## src/rtl/i2c_sensor_reader.sv

```systemverilog
// i2c_sensor_reader: single-shot I2C master performing a 16-bit register read
// (address-write, register pointer, repeated START, address-read, two data bytes, STOP).
// SCL and SDA are open-drain: each *_oe output pulls its line low when 1.

module i2c_sensor_reader #(
  parameter int CLK_DIV = 250
) (
  input  logic        clk,
  input  logic        rst,
  input  logic        start,
  input  logic [6:0]  dev_addr,
  input  logic [7:0]  reg_addr,
  output logic        scl_oe,
  output logic        sda_oe,
  input  logic        sda_i,
  output logic        busy,
  output logic        done,
  output logic        ack_err,
  output logic [15:0] data_out
);

  localparam int QW = $clog2(CLK_DIV + 1);
  // Reload value for each quarter, and the one-longer value used right after acceptance
  // so the first quarter starts on the cycle after the accepting edge.
  localparam logic [QW-1:0] Q_TOP = QW'(CLK_DIV - 1);
  localparam logic [QW-1:0] Q_ARM = QW'(CLK_DIV);

  typedef enum logic [2:0] {
    IDLE, START, WR_BYTE, WR_ACK, RSTART, RD_BYTE, RD_ACK, STOP
  } state_t;

  state_t          state;
  logic [QW-1:0]   qcnt;
  logic [1:0]      phase;
  logic [2:0]      bit_cnt;
  logic [1:0]      byte_sel;
  logic            rd_last;
  logic            nack;
  logic [6:0]      dev_q;
  logic [7:0]      reg_q;
  logic [7:0]      tx_shift;
  logic [15:0]     rx_shift;

  // SCL pull-down for a given state and quarter. The repeated START first pulls SCL low so
  // the slave can drop its ACK and SDA can rise before SCL is released again.
  function automatic logic scl_low(state_t s, logic [1:0] ph);
    case (s)
      START:                            scl_low = ph[1];
      RSTART:                           scl_low = (ph == 2'd0) || (ph == 2'd3);
      STOP:                             scl_low = (ph == 2'd0);
      WR_BYTE, WR_ACK, RD_BYTE, RD_ACK: scl_low = !ph[1];
      default:                          scl_low = 1'b0;
    endcase
  endfunction

  // SDA pull-down for a given state and quarter; released during slave ACKs and read bits.
  function automatic logic sda_low(state_t s, logic [1:0] ph, logic tx_msb, logic last_rd);
    case (s)
      START:   sda_low = (ph != 2'd0);
      RSTART:  sda_low = ph[1];
      STOP:    sda_low = !ph[1];
      WR_BYTE: sda_low = !tx_msb;
      RD_ACK:  sda_low = !last_rd;
      default: sda_low = 1'b0;
    endcase
  endfunction

  // Transaction FSM: SCL updates on a quarter boundary, SDA one cycle later, so the two
  // open-drain outputs never toggle on the same edge.
  always_ff @(posedge clk) begin
    if (rst) begin
      state    <= IDLE;
      qcnt     <= '0;
      phase    <= 2'd0;
      bit_cnt  <= 3'd0;
      byte_sel <= 2'd0;
      rd_last  <= 1'b0;
      nack     <= 1'b0;
      dev_q    <= 7'd0;
      reg_q    <= 8'd0;
      tx_shift <= 8'd0;
      rx_shift <= 16'd0;
      scl_oe   <= 1'b0;
      sda_oe   <= 1'b0;
      busy     <= 1'b0;
      done     <= 1'b0;
      ack_err  <= 1'b0;
      data_out <= 16'd0;
    end else begin
      done <= 1'b0;
      if (state == IDLE) begin
        if (start) begin
          dev_q   <= dev_addr;
          reg_q   <= reg_addr;
          busy    <= 1'b1;
          ack_err <= 1'b0;
          nack    <= 1'b0;
          rd_last <= 1'b0;
          phase   <= 2'd0;
          qcnt    <= Q_ARM;
          state   <= START;
        end
      end else begin
        if (qcnt == Q_TOP)
          sda_oe <= sda_low(state, phase, tx_shift[7], rd_last);
        if (phase == 2'd2 && qcnt == '0) begin
          if (state == WR_ACK && sda_i)
            nack <= 1'b1;
          if (state == RD_BYTE)
            rx_shift <= {rx_shift[14:0], sda_i};
        end
        if (qcnt != '0) begin
          qcnt <= qcnt - 1'b1;
        end else begin
          qcnt  <= Q_TOP;
          phase <= phase + 2'd1;
          if (phase != 2'd3) begin
            scl_oe <= scl_low(state, phase + 2'd1);
          end else begin
            scl_oe <= 1'b1;
            case (state)
              START: begin
                state    <= WR_BYTE;
                tx_shift <= {dev_q, 1'b0};
                bit_cnt  <= 3'd7;
                byte_sel <= 2'd0;
              end
              WR_BYTE: begin
                if (bit_cnt == 3'd0) begin
                  state <= WR_ACK;
                end else begin
                  bit_cnt  <= bit_cnt - 3'd1;
                  tx_shift <= {tx_shift[6:0], 1'b0};
                end
              end
              WR_ACK: begin
                if (nack) begin
                  state <= STOP;
                end else begin
                  case (byte_sel)
                    2'd0: begin
                      state    <= WR_BYTE;
                      tx_shift <= reg_q;
                      bit_cnt  <= 3'd7;
                      byte_sel <= 2'd1;
                    end
                    2'd1: state <= RSTART;
                    default: begin
                      state   <= RD_BYTE;
                      bit_cnt <= 3'd7;
                    end
                  endcase
                end
              end
              RSTART: begin
                state    <= WR_BYTE;
                tx_shift <= {dev_q, 1'b1};
                bit_cnt  <= 3'd7;
                byte_sel <= 2'd2;
              end
              RD_BYTE: begin
                if (bit_cnt == 3'd0)
                  state <= RD_ACK;
                else
                  bit_cnt <= bit_cnt - 3'd1;
              end
              RD_ACK: begin
                if (rd_last) begin
                  state <= STOP;
                end else begin
                  state   <= RD_BYTE;
                  rd_last <= 1'b1;
                  bit_cnt <= 3'd7;
                end
              end
              STOP: begin
                state   <= IDLE;
                scl_oe  <= 1'b0;
                busy    <= 1'b0;
                done    <= 1'b1;
                ack_err <= nack;
                if (!nack)
                  data_out <= rx_shift;
              end
              default: state <= IDLE;
            endcase
          end
        end
      end
    end
  end

endmodule

```

## config.mk

```make
export PLATFORM = sky130hd
export DESIGN_NAME = i2c_sensor_reader
export DESIGN_NICKNAME = d
export VERILOG_FILES = /design/src/rtl/i2c_sensor_reader.sv
export SDC_FILE = /design/constraint.sdc
export NUM_CORES = 1
export LEC_CHECK = 0
export CORE_MARGIN = 4
export CORE_UTILIZATION = 55
export DETAILED_ROUTE_END_ITERATION = 8
export GPL_TIMING_DRIVEN = 0
export PLACE_DENSITY = 0.78
export SLEW_MARGIN = 20
export SYNTH_ARGS = -nofsm -noshare
export SYNTH_HDL_FRONTEND = slang
export SYNTH_SLANG_ARGS = --single-unit
```

## constraint.sdc

```tcl
create_clock -name clk -period 3.07 [get_ports clk]
set_input_delay 0.614 -clock clk [delete_from_list [all_inputs] [get_ports clk]]
set_output_delay 0.614 -clock clk [all_outputs]
set_load 0.02 [all_outputs]
```

-- Yosys cells after proc, flatten, opt, wreduce, memory -nomap -nowiden
Cells that the tools add are included.
Widths: inputs -> output; s select.
- bits in registers: 80
- input bits: 19
- output and inout port bits: 21
- add/subtract/negate cells: 3
- equality and inequality tests: 23
- multiplexer cells: 50
- bitwise logic cells: 4
- reductions and logical operators: 38
- operators with widths (kind ; count):
    $mux 8 ; 6
    $mux 3 ; 11
    $pmux 8 s4 ; 1
    $mux 1 ; 20
    $ne 2x2->1 const B ; 9
    $pmux 3 s5 ; 1
    $eq 3x3->1 const B ; 4
    $mux 2 ; 6
    $pmux 3 s4 ; 1
    $reduce_and 5->1 ; 2
    $reduce_bool 2->1 ; 5
    $eq 8x8->1 const B ; 1
    $logic_not 8->1 ; 1
    $reduce_and 2->1 ; 4
    $reduce_and 4->1 ; 2
    $reduce_and 8->1 ; 1
    $reduce_bool 4->1 ; 2
    $reduce_bool 8->1 ; 1
    $reduce_or 4->1 ; 2
    $sub 8x1->8 const B ; 1
    $reduce_and 7->1 ; 1
    $eq 3x2->1 const B ; 2
    $logic_not 3->1 ; 2
    $pmux 2 s3 ; 1
    20 further kinds ; 31

-- Longest topological paths before layout
Gate-level depths: netlist of the first run.
- depth in word-level cells: 7
- gate-level depth with buffers: 8

-- Worst setup path after synthesis of the first run
No wires, ideal clock.
- path type: register to register
- start: reg phase[1]
- end: reg data_out[10]
- arrival: 2002 ps
- data required time: 2942 ps
- slack: 940 ps
- stages on the path, launching flop included: 7
- path buffers: 1
- period minus slack after synthesis: 2130 ps
- cell sequence: dfxtp_1 -> ha_1 -> nor4b_1 -> nand4_1 -> buf_2 -> mux2i_1 -> nor2_1
- longest elaborated chain between the ends: 3
- ends and longest elaborated chain (element ; RTL line ; source):
    start, declared ; 34 ; logic [1:0] phase;
    start signal, assigned ; 116 ; phase <= phase + 2'd1;
    $ne 2x2->1 ; 117 ; if (phase != 2'd3) begin
    $not 1->1 (no source line) ; - ;
    $reduce_and 5->1 (no source line) ; - ;
    end signal, assigned ; 183 ; data_out <= rx_shift;
    end, declared ; 19 ; output logic [15:0] data_out
Every way passes these cells.
A chain may end at the register's enable or synchronous reset.

-- Worst setup path after layout of the first run
- start: reg phase[1]
- end: reg data_out[12]
The elaborated chain is that of the path after synthesis.

==> results.ini, run 1 <==
[power]
power.density_nw_per_um2=575
vdd_drop_max_mv=0.370
power_mw=2.64
power.leakage_nw=1.75

[route]
firstDrtPassIters=5
wl_met1_um=4170
top_layer=met4
via_per_inst=5.94
ant_nets=0
avgRoutedWirePerCell_um=16.7
drc=0
drtIter0Drc=205
dr_wl_met2_um=4600
totalWireLength_um=9600
vias=3420
met3_wirelength_um=640

[layout]
drive_gt1_frac=0.110
layout.nets=503
antenna_cells=0
finalCoreUtilization=0.675
syn2layout_area_growth_pct=19.6

[worst_setup_path]
end_kind=flop
cp_cell_sequence=ha_1 -> nor4b_2 -> nand4_1 -> buf_2 -> mux2i_1 -> nor2_1
startpoint=phase[1]
r2r_start=phase[1]
cp.buffers_inverters=1
crit_cells=6
crit_path_max_incr_delay_ns=0.55
cp_data_arrival_time_ns=2.89
required_ns=3.30
reg2regPathDepth=6
slowest_stage=nand4_1
crit_family=simple AND/OR/NAND/NOR gates
path_class=flop to flop
cp-start-kind=flop
path_max_fanout=10

[sta]
finalCritPeriodShare=0.865
skew_ns=0.0138
drv_slew=0
fmax_mhz=376
hold_viol_final=0
setup_tns_ns=0
finalWorstSetupSlack_ns=0.414
relSlewSlack=0.403
fin_crit_ns=2.66
finalSetupViolations=0
rsz0062_at_grt=no
tightestPinTransition_ns=0.890

[global_route]
track_usage=0.229
grt_pass1_wl_um=15500
gr-total-overflow=0
grt_start_max_net_pins=17
antenna_found_initial=0
grt_pass1_vias=3254

[clocking]
tritoncts=yes
clkTransAtPathRegs_ns=0.09
cts_hold_buf=0
cts_buffer_depth=2
root_buffer=clkbuf_8
htreeDepth=3
post_cts_buffers=0
cts.sinks=80
clock_latency_ns=0.36
numCtsBuffers=9

[die]
core-area_um2=6790
initial_core_util=0.564
die_x_um=91.5
pin_count=40
die_area_um2=8370
rows=30
floorplan.die.height_um=91.5

[logic_synthesis]
yosys_warnings=0
synth_nets=454
synth_ff_type=dfxtp_1
yosys.area.top_type=dfxtp_1
synthCells=426
synth.avg_cell_area_um2=9.00
ys_seq_area_frac=0.418
synth.area.top_cells=dfxtp_1 (42%), mux2i_1 (8.6%), nand2_1 (5.7%)
ys_async_sr_fraction=0
synth_top_area_share=0.418
synth-seq-cells=80
ys_types=60
synth-edff-count=0
syn-cell-area_um2=3830

[placement]
numPortBuffers=38
place_congestion=0.954
dp_slack_ns=0.132
place_hpwl_um=6700

[worst_hold_path]
hold_class=flop to flop
min_from=dev_q[3]
holdPathStages=2

[outcome]
status=completed

[flow_run]
drv_cap=0

==> final timing paths <==
check                  to  slack [ns]
max reg2reg  data_out[12]        0.41
max          data_out[12]        0.41
min reg2reg      dev_q[3]        0.46
min              dev_q[3]        0.46
==> cell families (layout without fill, tap and decap cells) <==
kind of cell / after synthesis / in the layout / synth area share
adders and majority gates: 9 / 9 / 0.0294
muxes: 48 / 48 / 0.130
xor gates and xnor gates: 1 / 1 / 0.00229
and+or+nand+nor: 159 / 159 / 0.215
AOI/OAI and AO/OA: 89 / 89 / 0.158
buffers and inverters: 40 / 94 / 0.0473
DFF: 80 / 80 / 0.418
==> worst reg2reg max path, cell delays in order (launching register included) <==
cell     delay, ns
dfxtp_1       0.45
ha_1          0.30
nor4b_2       0.54
nand4_1       0.55
buf_2         0.40
mux2i_1       0.22
nor2_1        0.07
==> layout by cell type, fill, tap and decap left out, types with 3 or more instances in the layout <==
cell type and n:
dfxtp_1 80, nand2_1 58, clkdlybuf4s50_1 38, mux2i_1 33
nor2_1 30, a21oi_1 30, clkbuf_1 16, mux2_2 15
inv_1 10, nor3_1 10, nand4_1 10, o21ai_0 9
ha_1 9, clkbuf_8 9, nand2b_1 8, o31ai_1 7
nor4_1 6, buf_1 5, nor2b_1 5, nand3b_1 5
a31oi_1 5, a211oi_1 4, buf_2 4, nand3_1 4
buf_6 3, o21bai_1 3, o211a_1 3, o211ai_1 3
==> Yosys cell counts, types with 3 or more instances <==
| library cell | n |
|---|---|
| a211oi_1 | 4 |
| a21oi_1 | 30 |
| a31oi_1 | 5 |
| buf_1 | 5 |
| buf_2 | 4 |
| buf_6 | 3 |
| clkbuf_1 | 16 |
| dfxtp_1 | 80 |
| ha_1 | 9 |
| inv_1 | 10 |
| mux2_2 | 15 |
| mux2i_1 | 33 |
| nand2_1 | 58 |
| nand2b_1 | 8 |
| nand3_1 | 4 |
| nand3b_1 | 5 |
| nand4_1 | 10 |
| nor2_1 | 30 |
| nor2b_1 | 5 |
| nor3_1 | 11 |
| nor4_1 | 6 |
| o211a_1 | 3 |
| o211ai_1 | 3 |
| o21ai_0 | 9 |
| o21bai_1 | 3 |
| o31ai_1 | 7 |
==> per-stage QoR <==
step | hold slack [ns] | area, um2 | std cells
after floorplan | 0.433 | 3830 | 426
after global placement | 0.439 | 4330 | 560
after detailed placement | 0.447 | 4340 | 560
after CTS | 0.460 | 4570 | 576
after global routing | 0.487 | 4580 | 576
final | 0.460 | 4580 | 576
==> final cells by class <==
type | instances | area, um2
fill | 566 | 2210
multi-input combinational | 306 | 2070
sequential | 80 | 1600
timing repair buffer | 38 | 380
buffer | 29 | 140
clock buffer | 9 | 124
tap | 96 | 120
clock inverter | 7 | 109
inverter | 11 | 41.3
==> state kept, by name, summed over array words and instances (netlist names) <==
signal	cells
qcnt	8
phase	2
nack	1
scl_oe	1
byte_sel	2
busy	1
reg_q	8
dev_q	7
done	1
rx_shift	16
ack_err	1
state	3
tx_shift	8
rd_last	1
sda_oe	1
bit_cnt	3
data_out	16
==> per-layer routing <==
metal / vias up / track usage
met2: 137 / 0.382
li1: 1638 / -
met1: 1623 / 0.297
met3: 22 / 0.0389
met4: 0 / 0.0842
met5: - / 0
==> where the power goes <==
group	switching (mW)	internal (mW)
Combinational	0.340	0.215
Clock	0.442	0.477
Sequential	0.0669	1.09
Total	0.850	1.79
==> repair_timing <==
item	in CTS	in global routing
resized for setup	0	2
endpoints found under the hold margin	0	0
endpoints found under the setup margin	0	10
Power figures use the tool's default switching activity.
==> inputs of run 2 (changes only) <==
--- a/config.mk
+++ b/config.mk
@@ -6,10 +6,10 @@
 export NUM_CORES = 1
 export LEC_CHECK = 0
 export CORE_MARGIN = 4
-export CORE_UTILIZATION = 55
+export CORE_UTILIZATION = 56
 export DETAILED_ROUTE_END_ITERATION = 8
 export GPL_TIMING_DRIVEN = 0
-export PLACE_DENSITY = 0.78
+export PLACE_DENSITY = 0.79
 export SLEW_MARGIN = 20
 export SYNTH_ARGS = -nofsm -noshare
 export SYNTH_HDL_FRONTEND = slang
==> run 2 against run 1 <==
  * Sequential share of layout area increased by 0.17 points
  * Hold slack got worse by 0.0028 ns
  * Cell area decreased by 0.49%
  * Clock skew decreased by 0.0038 ns
  * Die area decreased by 1.6%
  * Global-route usage increased by 0.76 points
  * Sequential power about the same
  * Wire length decreased by 2.1%
==> results.ini, run 2 (same netlist as run 1, synthesis figures left out) <==
[placement]
place_congestion=0.941
numPortBuffers=38
postPlaceCellArea_um2=4320
place_hpwl_um=6700

[sta]
drv_slew=0
skew_ns=0.0100
finalSetupViolations=0
fin_crit_ns=2.59
fmax_mhz=386
relSlewSlack=0.433
setup_tns_ns=0
finalCritPeriodShare=0.844
rsz0062_at_grt=no
tightestPinTransition_ns=0.845
hold_viol_final=0
hold_slack_ns=0.457

[worst_setup_path]
path_class=flop to flop
r2r-end=data_out[6]
cp-start-kind=flop
r2r_start=phase[1]
startpoint=phase[1]
required_ns=3.31
cp_data_arrival_time_ns=2.83
path_max_fanout=10
reg2regPathDepth=6
end_kind=flop
ff2ff_setup_slack_ns=0.48

[layout]
largestRegisters=data_out (16), rx_shift (16)
seq_area_um2=1600
antenna_cells=0
nFillCells=530
layout.nets=503
multi_input_area_um2=2070
drive_gt1_frac=0.110
fin_area_um2=4560
final_common_cell=dfxtp_1
syn2layout_area_growth_pct=19.0
final_cell_mix=dfxtp_1 (80), nand2_1 (58), clkdlybuf4s50_1 (38)

[global_route]
gr-total-overflow=0
track_usage=0.237
grt_pass1_wl_um=15900
antenna_found_initial=0
grt_pass1_vias=3206
grt_start_max_net_pins=17

[clocking]
root_buffer=clkbuf_8
numCtsBuffers=9
clock_latency_ns=0.36
cts_hold_buf=0
htreeDepth=3
clkTransAtPathRegs_ns=0.09
cts_buffer_depth=2
tritoncts=yes
post_cts_buffers=0
cts.sinks=80

[route]
via_per_inst=6.08
avgRoutedWirePerCell_um=16.9
totalWireLength_um=9400
ant_nets=0
drc=0
drtIter0Drc=255
vias=3386
firstDrtPassIters=4

[die]
die_area_um2=8230
initial_core_util=0.590
rows=29
pin_count=40
core-area_um2=6490
floorplan.die.height_um=90.7
die_x_um=90.7

[worst_hold_path]
min_from=reg_q[7]
holdPathStages=2
worst_hold_path.endpoint=reg_q[7]
hold_class=flop to flop

[outcome]
status=completed

[power]
power.density_nw_per_um2=574
vdd_drop_max_mv=0.357
power_mw=2.62
power.leakage_nw=1.74

[flow_run]
drv_cap=0

[run 2: cell count changes in the layout (fill, tap and decap cells not counted)]
cell	previous run	this run
inv_6	2	3
inv_8	2	0
clkinvlp_4	0	1
clkinv_4	1	0
clkinv_8	0	1
[run 2: critical path: stages, from the launching register on]
cell and delay, ns:
dfxtp_1 0.46, ha_1 0.31, nor4b_2 0.50, nand4_1 0.54
buf_2 0.41, mux2i_1 0.18, nor2_1 0.05
[run 2: worst max path at each step]
stage	endpoint
floorplan	data_out[10]
global placement	data_out[6]
detailed placement	data_out[13]
CTS	data_out[13]
global route	data_out[6]
finish	data_out[6]
[run 2: timing repair]
action                     in CTS  in global routing
setup endpoints to repair       0                  3
hold endpoints to repair        0                  0
resized for setup               0                  2
[run 2: stage by stage]
stage          setup WS (ns)  utilization  std cells
6_report               0.480        0.702        557
5_1_grt                0.340        0.702        557
4_1_cts                0.175        0.700        557
3_5_place_dp           0.178        0.664        541
3_3_place_gp           0.243        0.664        541
2_1_floorplan          0.940            -        426
[run 2: layout make-up]
type                       instances  share of cell area
multi-input combinational        306               0.453
sequential                        80               0.351
timing repair buffer              38              0.0834
buffer                            29              0.0307
clock buffer                       9              0.0272
clock inverter                     7              0.0241
tap                               77              0.0211
inverter                          11             0.00905
[run 2: report_power, final]
group,internal [mW],switching (mW)
Sequential,1.09,0.0672
Clock,0.473,0.427
Combinational,0.215,0.341
Total,1.78,0.836
[run 2: per-layer routing]
layer  global-route usage  share of wire  wire, um
met1                0.313           0.46      4280
met2                0.383           0.48      4470
met3               0.0575          0.056       522
met4               0.0714          0.014       130
met5                    0              0         0
==> inputs of run 3 (changes only) <==
--- a/config.mk
+++ b/config.mk
@@ -6,10 +6,10 @@
 export NUM_CORES = 1
 export LEC_CHECK = 0
 export CORE_MARGIN = 4
-export CORE_UTILIZATION = 56
+export CORE_UTILIZATION = 51
 export DETAILED_ROUTE_END_ITERATION = 8
 export GPL_TIMING_DRIVEN = 0
-export PLACE_DENSITY = 0.79
+export PLACE_DENSITY = 0.76
 export SLEW_MARGIN = 20
 export SYNTH_ARGS = -nofsm -noshare
 export SYNTH_HDL_FRONTEND = slang
==> constraint.sdc (replaced) <==
create_clock -name clk -period 2.3 [get_ports clk]
set_input_delay 0.46 -clock clk [delete_from_list [all_inputs] [get_ports clk]]
set_output_delay 0.46 -clock clk [all_outputs]
set_load 0.02 [all_outputs]
==> run 3 against run 2 <==
  * First-iteration DRC count shrank 29%
  * Sequential power grew 34%
  * Critical path depth increased by 1
  * Total power grew 35%
  * Clock skew shrank 0.0041 ns
  * Global-route usage shrank 1.8 points
  * Largest cell class unchanged
  * Cell area increased by 2.5%
  * Register-to-register slack got worse by 0.44 ns
  * Utilization fell by 6.1 points
==> results.ini, run 3 (same netlist as run 1, synthesis figures left out) <==
[outcome]
status=completed

[power]
power.density_nw_per_um2=753
p_sw_frac=0.323
p_int_mw=2.38
power.leakage_nw=1.77
p_comb_frac=0.217
pwr-share-clk=0.342
p_sw_mw=1.14
power_mw=3.52
vdd_drop_max_mv=0.367
pwr-share-seq=0.441

[layout]
nFillCells=620
final_cell_mix=dfxtp_1 (80), nand2_1 (58), clkdlybuf4s50_1 (38)
largestRegisters=data_out (16), rx_shift (16)
drive_gt1_frac=0.139
final_common_cell=dfxtp_1
antenna_cells=0
syn2layout_area_growth_pct=21.9
layout.nets=505
fin_cells=581

[sta]
hold_slack_ns=0.461
tightestPinTransition_ns=0.896
drv_slew=0
finalCritPeriodShare=0.981
finalSetupViolations=0
relSlewSlack=0.400
fin_crit_ns=2.26
setup_tns_ns=0
rsz0062_at_grt=yes
skew_ns=0.00595
finalWorstSetupSlack_ns=0.0428
hold_viol_final=0
fmax_mhz=443

[worst_setup_path]
crit_path_max_incr_delay_ns=0.53
path_max_fanout=10
slowest_stage=or4_4
cp_data_arrival_time_ns=2.49
cp-start-kind=flop
path_common_cell=buf_6
end_kind=flop
cp_cell_sequence=buf_6 -> or4_4 -> buf_6 -> or4_4 -> buf_6 -> o31ai_1 -> a21oi_1
required_ns=2.53
path_class=flop to flop

[clocking]
cts_buffer_depth=2
numCtsBuffers=9
clkTransAtPathRegs_ns=0.09
tritoncts=yes
cts.sinks=80
cts_hold_buf=0
root_buffer=clkbuf_8
clock_latency_ns=0.36
htreeDepth=3

[die]
die_x_um=94.7
initial_core_util=0.526
core-area_um2=7290
rows=31
pin_count=40
floorplan.die.height_um=94.7
die_area_um2=8970

[placement]
place_hpwl_um=6620
place_congestion=0.876
numPortBuffers=38
dp_slack_ns=-0.531
dp_cells=563

[route]
via_per_inst=5.94
totalWireLength_um=9670
drtIter0Drc=182
ant_nets=0
firstDrtPassIters=5
vias=3450
drc=0
avgRoutedWirePerCell_um=16.6

[global_route]
antenna_found_initial=0
track_usage=0.219
grt_start_max_net_pins=17
grt_pass1_wl_um=15400
gr-total-overflow=0
grt_pass1_vias=3254

[flow_run]
drv_cap=0

[worst_hold_path]
hold_class=flop to flop

run 3: cell count changes in the layout (fill, tap and decap cells not counted), moves of 2 or more:
cell / previous run / this run
o31ai_2: 1 / 6
nor4_2: 0 / 2
buf_4: 1 / 3
o31ai_1: 7 / 2
nor4_1: 6 / 3
run 3: metrics by stage:
stage                     area [um2]   util
after floorplan                 3830      -
after global placement          4340  0.595
after detailed placement        4340  0.595
after CTS                       4600  0.631
after global routing            4670  0.641
final                           4670  0.641
run 3: worst max-delay path: cells and delay by family, from the launching register on:
family	cells	cell delay [ns]
compound gates	2	0.29
buf+inv	3	0.47
flops	1	0.31
simple gates	2	1.05
run 3: cell type report:
| class | count | area [um2] | share of cell area |
|---|---|---|---|
| Multi-Input combinational cell | 306 | 2130 | 0.457 |
| Sequential cell | 80 | 1600 | 0.343 |
| Timing Repair Buffer | 40 | 395 | 0.0846 |
| Buffer | 29 | 148 | 0.0316 |
| Clock buffer | 9 | 124 | 0.0265 |
| Tap cell | 99 | 124 | 0.0265 |
| Clock inverter | 7 | 106 | 0.0228 |
| Inverter | 11 | 41.3 | 0.00883 |
run 3: timing repair:
item                                    in CTS  in global routing
hold endpoints to repair                     0                  0
setup buffers                                1                  1
gates cloned                                 0                  0
endpoints found under the setup margin      29                 24
pin swaps                                    2                  1
resized for setup                            6                 13
run 3: final timing paths:
check	startpoint	end	slack (ns)	cells past startpoint
hold reg to reg	dev_q[3]	dev_q[3]	0.46	2
hold / removal	dev_q[3]	dev_q[3]	0.46	2
setup reg to reg	qcnt[2]	tx_shift[4]	0.04	7
setup / recovery	qcnt[2]	tx_shift[4]	0.04	7
run 3: per-layer routing:
metal	global-route usage	wire (um)	share of wire	vias to the layer above
met5	0	0	0	-
li1	-	-	-	1643
met4	0.0962	241	0.025	0
met3	0.0462	596	0.062	25
met1	0.277	4200	0.43	1642
met2	0.361	4630	0.48	140
run 3: power by group through the flow:
stage / Clock, mW / Sequential (mW) / Combinational [mW]
floorplan: 0 / 1.55 / 0.534
global placement: 0 / 1.57 / 0.702
detailed placement: 0 / 1.57 / 0.719
CTS: 1.21 / 1.55 / 0.730
global route: 1.26 / 1.56 / 0.835
finish: 1.20 / 1.55 / 0.764
